`src/rtl/fb_pkg.sv`:
```
// rtl/fb_pkg.sv - shared types and constants for the framebuffer port arbiter
//
// Holds the framebuffer geometry, the per-cycle grant encoding, the response
// tag carried alongside a RAM read, and the address range helper.

package fb_pkg;

    localparam int FB_WORDS = 19200;   // 160x120 bytes
    localparam int AW       = 15;
    localparam int DW       = 8;

    typedef enum logic [1:0] {
        GNT_NONE = 2'd0,
        GNT_DISP = 2'd1,
        GNT_WR   = 2'd2,
        GNT_RD   = 2'd3
    } grant_e;

    typedef enum logic [1:0] {
        TAG_NONE = 2'd0,
        TAG_DISP = 2'd1,
        TAG_RD   = 2'd2
    } tag_e;

    // Last requester served by the writer/reader round-robin.
    typedef enum logic {
        RR_WR = 1'b0,
        RR_RD = 1'b1
    } rr_last_e;

    // Tag travelling with a RAM read; oor forces the returned byte to zero.
    typedef struct packed {
        tag_e tag;
        logic oor;
    } resp_tag_t;

    function automatic logic fb_addr_ok(input logic [31:0] addr, input logic [31:0] limit);
        return addr < limit;
    endfunction

endpackage

```
`src/rtl/fb_rr_arbiter.sv`:
```
// rtl/fb_rr_arbiter.sv - two-way writer/reader round-robin with enable
//
// Ports:
//   clk, rst_n       clock, synchronous active-low reset
//   en               arbitration allowed this cycle (low while display pending)
//   req_wr, req_rd   request lines (valid of each requester)
//   gnt_wr, gnt_rd   one-hot grant, combinational
//
// The last-served pointer moves only when a grant is actually issued and
// resets to RD so the writer wins the first contested cycle.

module fb_rr_arbiter
    import fb_pkg::*;
(
    input  logic clk,
    input  logic rst_n,
    input  logic en,
    input  logic req_wr,
    input  logic req_rd,
    output logic gnt_wr,
    output logic gnt_rd
);

    rr_last_e last_q;
    rr_last_e last_d;

    always_comb begin
        gnt_wr = 1'b0;
        gnt_rd = 1'b0;
        if (en) begin
            if (req_wr && req_rd) begin
                gnt_wr = (last_q == RR_RD);
                gnt_rd = (last_q == RR_WR);
            end else begin
                gnt_wr = req_wr;
                gnt_rd = req_rd;
            end
        end

        last_d = last_q;
        if (gnt_wr) begin
            last_d = RR_WR;
        end else if (gnt_rd) begin
            last_d = RR_RD;
        end
    end

    always_ff @(posedge clk) begin
        if (!rst_n) begin
            last_q <= RR_RD;
        end else begin
            last_q <= last_d;
        end
    end

endmodule

```
`src/rtl/fb_port_arbiter.sv`:
```
// rtl/fb_port_arbiter.sv - single-port framebuffer scheduler: display, writer, reader
//
// Ports:
//   i_CLK, i_RST_N                    clock, synchronous active-low reset
//   i_DispAddr / o_DispData           display fetch address, registered pixel
//   i_WrValid/o_WrReady/i_WrAddr/i_WrData   writer handshake
//   i_RdValid/o_RdReady/i_RdAddr      reader request handshake
//   o_RdDataValid / o_RdData          one-cycle read response (accept + 2)
//   o_MemAddr/o_MemWe/o_MemWData      RAM port, combinational from the grant
//   i_MemRData                        RAM read data, one cycle after address
//
// Display fetches always win so scan-out never stalls; the remaining cycles
// are shared between writer and reader by fb_rr_arbiter.

module fb_port_arbiter #(
    parameter int FB_WORDS = fb_pkg::FB_WORDS,
    parameter int AW       = fb_pkg::AW,
    parameter int DW       = fb_pkg::DW
) (
    input  logic          i_CLK,
    input  logic          i_RST_N,
    input  logic [AW-1:0] i_DispAddr,
    output logic [DW-1:0] o_DispData,
    input  logic          i_WrValid,
    output logic          o_WrReady,
    input  logic [AW-1:0] i_WrAddr,
    input  logic [DW-1:0] i_WrData,
    input  logic          i_RdValid,
    output logic          o_RdReady,
    input  logic [AW-1:0] i_RdAddr,
    output logic          o_RdDataValid,
    output logic [DW-1:0] o_RdData,
    output logic [AW-1:0] o_MemAddr,
    output logic          o_MemWe,
    output logic [DW-1:0] o_MemWData,
    input  logic [DW-1:0] i_MemRData
);

    import fb_pkg::*;

    localparam logic [31:0] FB_LIMIT = 32'(FB_WORDS);

    logic [AW-1:0] last_fetched_q, last_fetched_d;
    logic          force_q, force_d;
    resp_tag_t     tag_q, tag_d;
    logic [DW-1:0] disp_data_q, disp_data_d;
    logic          rd_valid_q, rd_valid_d;
    logic [DW-1:0] rd_data_q, rd_data_d;

    logic          disp_pend;
    logic          rr_en;
    logic          rr_gnt_wr, rr_gnt_rd;
    grant_e        grant;
    logic          disp_ok, wr_ok, rd_ok;
    logic          wr_hit;
    logic [DW-1:0] resp_data;

    assign disp_ok = fb_addr_ok(32'(i_DispAddr), FB_LIMIT);
    assign wr_ok   = fb_addr_ok(32'(i_WrAddr), FB_LIMIT);
    assign rd_ok   = fb_addr_ok(32'(i_RdAddr), FB_LIMIT);

    // force_q covers the first fetch after reset and refetches after a
    // write landed on the pixel currently shown.
    assign disp_pend = force_q || (i_DispAddr != last_fetched_q);
    assign rr_en     = i_RST_N && !disp_pend;

    fb_rr_arbiter u_rr (
        .clk    (i_CLK),
        .rst_n  (i_RST_N),
        .en     (rr_en),
        .req_wr (i_WrValid),
        .req_rd (i_RdValid),
        .gnt_wr (rr_gnt_wr),
        .gnt_rd (rr_gnt_rd)
    );

    always_comb begin
        grant = GNT_NONE;
        if (i_RST_N) begin
            if (disp_pend) begin
                grant = GNT_DISP;
            end else if (rr_gnt_wr) begin
                grant = GNT_WR;
            end else if (rr_gnt_rd) begin
                grant = GNT_RD;
            end
        end
    end

    assign o_WrReady = (grant == GNT_WR);
    assign o_RdReady = (grant == GNT_RD);

    // RAM mux and request-side state
    always_comb begin
        o_MemAddr      = '0;
        o_MemWe        = 1'b0;
        o_MemWData     = '0;
        tag_d.tag      = TAG_NONE;
        tag_d.oor      = 1'b0;
        last_fetched_d = last_fetched_q;
        force_d        = force_q;
        wr_hit         = 1'b0;

        unique case (grant)
            GNT_DISP: begin
                o_MemAddr      = i_DispAddr;
                last_fetched_d = i_DispAddr;
                tag_d.tag      = TAG_DISP;
                tag_d.oor      = !disp_ok;
                force_d        = 1'b0;
            end
            GNT_WR: begin
                o_MemAddr  = i_WrAddr;
                o_MemWe    = wr_ok;
                o_MemWData = i_WrData;
                wr_hit     = wr_ok && (i_WrAddr == last_fetched_q);
            end
            GNT_RD: begin
                o_MemAddr = i_RdAddr;
                tag_d.tag = TAG_RD;
                tag_d.oor = !rd_ok;
            end
            GNT_NONE: begin
            end
        endcase

        if (wr_hit) begin
            force_d = 1'b1;
        end
    end

    // Response side: RAM data arrives one cycle after the tag was captured.
    always_comb begin
        resp_data   = tag_q.oor ? '0 : i_MemRData;
        disp_data_d = disp_data_q;
        rd_data_d   = rd_data_q;
        rd_valid_d  = 1'b0;
        case (tag_q.tag)
            TAG_DISP: disp_data_d = resp_data;
            TAG_RD: begin
                rd_valid_d = 1'b1;
                rd_data_d  = resp_data;
            end
            default: begin
            end
        endcase
    end

    always_ff @(posedge i_CLK) begin
        if (!i_RST_N) begin
            last_fetched_q <= '0;
            force_q        <= 1'b1;
            tag_q          <= '{tag: TAG_NONE, oor: 1'b0};
            disp_data_q    <= '0;
            rd_valid_q     <= 1'b0;
            rd_data_q      <= '0;
        end else begin
            last_fetched_q <= last_fetched_d;
            force_q        <= force_d;
            tag_q          <= tag_d;
            disp_data_q    <= disp_data_d;
            rd_valid_q     <= rd_valid_d;
            rd_data_q      <= rd_data_d;
        end
    end

    assign o_DispData    = disp_data_q;
    assign o_RdDataValid = rd_valid_q;
    assign o_RdData      = rd_data_q;

endmodule
```
`config.mk`:
```
export PLATFORM = sky130hd
export DESIGN_NAME = fb_port_arbiter
export DESIGN_NICKNAME = d
export VERILOG_FILES = /design/src/rtl/fb_pkg.sv /design/src/rtl/fb_rr_arbiter.sv /design/src/rtl/fb_port_arbiter.sv
export SDC_FILE = /design/constraint.sdc
export NUM_CORES = 1
export LEC_CHECK = 0
export CELL_PAD_IN_SITES_DETAIL_PLACEMENT = 1
export CELL_PAD_IN_SITES_GLOBAL_PLACEMENT = 1
export CORE_UTILIZATION = 29
export CTS_CLUSTER_SIZE = 20
export DETAILED_ROUTE_END_ITERATION = 8
export GPL_ROUTABILITY_DRIVEN = 0
export PLACE_DENSITY_LB_ADDON = 0.2
export SYNTH_ARGS = -nofsm -noshare
export SYNTH_HDL_FRONTEND = slang
export SYNTH_HIERARCHICAL = 1
export SYNTH_SLANG_ARGS = --single-unit
```
`constraint.sdc`:
```
create_clock -name i_CLK -period 4.4 [get_ports i_CLK]
set_input_delay 0.88 -clock i_CLK [delete_from_list [all_inputs] [get_ports i_CLK]]
set_output_delay 0.88 -clock i_CLK [all_outputs]
set_load 0.05 [all_outputs]
```
==> run metrics <==
Power Density 230 nW/um2; Max Buffers Root-to-Sink 2; Setup CP Type in -> out; HP Class reg -> reg; vias in the first global route 2510; transition time of the tightest slew-check pin 0.949 ns; Die Wd 88.9 um; Int Pwr 0.000660 W; Vias per Instance 5.21; combinational power share 0.278; worst stage delay on the critical path 0.43 ns; share of layout cells above drive strength 1 0.235; First DRT Iteration DRCs 84; Nets 426; YS warnings 6; die height 88.9 um; Avg WL per Cell 18.6 um; Clock Power Share 0.340; critical path fanouts, max 8; Slowest-stage cell, CP clkdlybuf4s50_1; switch share 0.298; Clock Skew 0.00552 ns; Max-Cap Viols 0; core area 7290 um2; Tcrit/Tclk final 0.968; Area contributors post-synth dfxtp_1, xor2_1, a41oi_1; Worst-path clk slew 0.08 ns; CP arrival 3.38 ns; pre-CTS setup slack -0.00425 ns; Tmin final 4.26 ns; synthesized instance count 246; top cell type's share of synthesized area 0.338; Final Setup Violations 0; FP Rows 31; Netlist cell types 29; outcome completed; Final Hold Viols 0; CP Launch Type primary input; Post-Place Cell Area 3840 um2; largest net degree at the start of global routing 35; setup repair after global routing missed its margin yes; most frequent cells in the layout clkdlybuf4s50_1, dfxtp_1, xor2_1, buf_12; port bufs 107; sequential area share after synthesis 0.338; final setup slack of the worst path 0.140 ns; CP Capture Type output port; GR Util All Layers 0.222; die area 7900 um2; leak pwr 1.54 nW; initial antenna violation count 0; Yosys reg bits 37; mean post-synth cell area 8.90 um2; Worst EP required 3.52 ns; Seq pwr share 0.382; Clock Tree Root clkbuf_8; post-detail-place hpwl 6180 um; cell area after synthesis 2190 um2; GR Overflow Total 0; Slew Limit Fails 0; Slew headroom 0.366; ant diodes 0; maximum VDD drop 0.000118 V; clock tree sinks 37; CTS tree built; Post-Route WL 8590 um; Synth Net Count 311; filler instances 823; H-Tree Depth 2; P_sw 0.000281 W; post-route ant nets 0; cells along the critical path clkdlybuf4s50_1 > xor2_1 > nor4_4 > nand4_1 > nor2_2 > nand2_1 > a21oi_1 > nor2b_4 > buf_8 > a22oi_1 > a211oi_2 > buf_12; Num CTS Buffers 5; design area 4080 um2; Initial Utilization 0.300; TritonRoute pass-1 iters 4; cell taking the most area after synthesis dfxtp_1; Fmax 235 MHz; DR vias 2403; I/O pins 108; first-pass GRT wire length 13000 um; Layout area overhead 86.3%; post-detailed-route DRC marker count 0; worst skew pair latency 0.30 ns; most common cell after layout, fill and taps aside clkdlybuf4s50_1
-- power by group through the flow --
stage | logic (W) | registers, W | clock network (W)
finish | 0.000262 | 0.000359 | 0.000319
global route | 0.000276 | 0.000361 | 0.000336
CTS | 0.000259 | 0.000359 | 0.000323
detailed placement | 0.000258 | 0.000366 | 0
global placement | 0.000255 | 0.000366 | 0
floorplan | 0.000108 | 0.000379 | 0
-- final cells by class --
cell class / instances / area (um2) / share of cell area
inverters: 2 / 7.51 / 0.00184
flip-flops and latches: 37 / 741 / 0.182
well taps: 99 / 124 / 0.0304
multi-input cells: 186 / 1550 / 0.380
clock inverters: 2 / 37.5 / 0.00920
clock buffers: 6 / 82.6 / 0.0202
repair buffers: 129 / 1540 / 0.377
-- routing by layer --
layer | track usage | vias to the layer above | part of all wire
met4 | 0.0499 | 0 | 0.019
met3 | 0.0499 | 11 | 0.059
met2 | 0.397 | 86 | 0.49
met5 | 0 | - | 0
met1 | 0.272 | 1182 | 0.43
li1 | - | 1124 | -
-- synth_stat cells (all sizes together) --
cell type   n
and4       10
dfxtp      37
buf         7
and2       15
mux2i       9
and3        3
a31oi       1
nor2       11
o21ai       1
clkbuf     14
a211o       1
o211ai      1
a21oi      12
a22oi      15
nand2      19
a211oi     15
nor3        2
nor4        7
nand4       3
xor2       30
nor2b      12
inv         2
nand2b      1
a21o        1
o31ai       2
a41oi      15
-- cell families (layout without fill, tap and decap cells) --
group                     count (synthesis)  in the layout  synth area share
AOI/OAI and AO/OA                        64             64             0.213
xor gates and xnor gates                 30             30             0.120
buffers and inverters                    23            139            0.0469
DFF                                      37             37             0.338
muxes                                     9              9            0.0411
and+or+nand+nor                          83             83             0.241
-- flip-flops by register name (all words and copies together), names as in the netlist --
| signal | cells |
|---|---|
| o_DispData | 8 |
| force_q | 1 |
| o_RdData | 8 |
| u_rr/last_q | 1 |
| last_fetched_q | 15 |
| o_RdDataValid | 1 |
| tag_q | 3 |
-- worst paths after layout --
path / cells past startpoint / slack, ns / startpoint / end
worst max-delay path: 12 / 0.14 / i_DispAddr[11] / o_MemAddr[11]
worst max register to register: 9 / 2.11 / last_fetched_q[4] / force_q
worst min-delay path: 2 / 0.46 / o_RdData[0] / o_RdData[0]
worst min register to register: 2 / 0.46 / o_RdData[0] / o_RdData[0]
-- critical path: cells and delay by family --
family	cells	cell delay (ns)
AO/OA/AOI/OAI	3	0.53
XOR/XNOR	1	0.21
buffers and inverters	3	0.76
AND/OR/NAND/NOR	5	0.98
-- through the flow --
step / hold slack (ns) / power, W / TNS [ns] / std cells / utilization
floorplan: 0.461 / 0.000486 / -0.198 / 246 / -
global placement: 0.443 / 0.000621 / 0 / 449 / 0.526
detailed placement: 0.448 / 0.000624 / -0.00882 / 449 / 0.526
CTS: 0.459 / 0.000942 / 0 / 457 / 0.543
global route: 0.484 / 0.000973 / -0.539 / 461 / 0.560
finish: 0.456 / 0.000940 / 0 / 461 / 0.560
-- timing repair --
item	CTS	global route
setup buffers	0	3
resized for setup	1	16
pin swaps	0	15
hold buffers	0	0
cloned	0	1
setup endpoints to repair	4	15
Power figures use the tool's default switching activity.
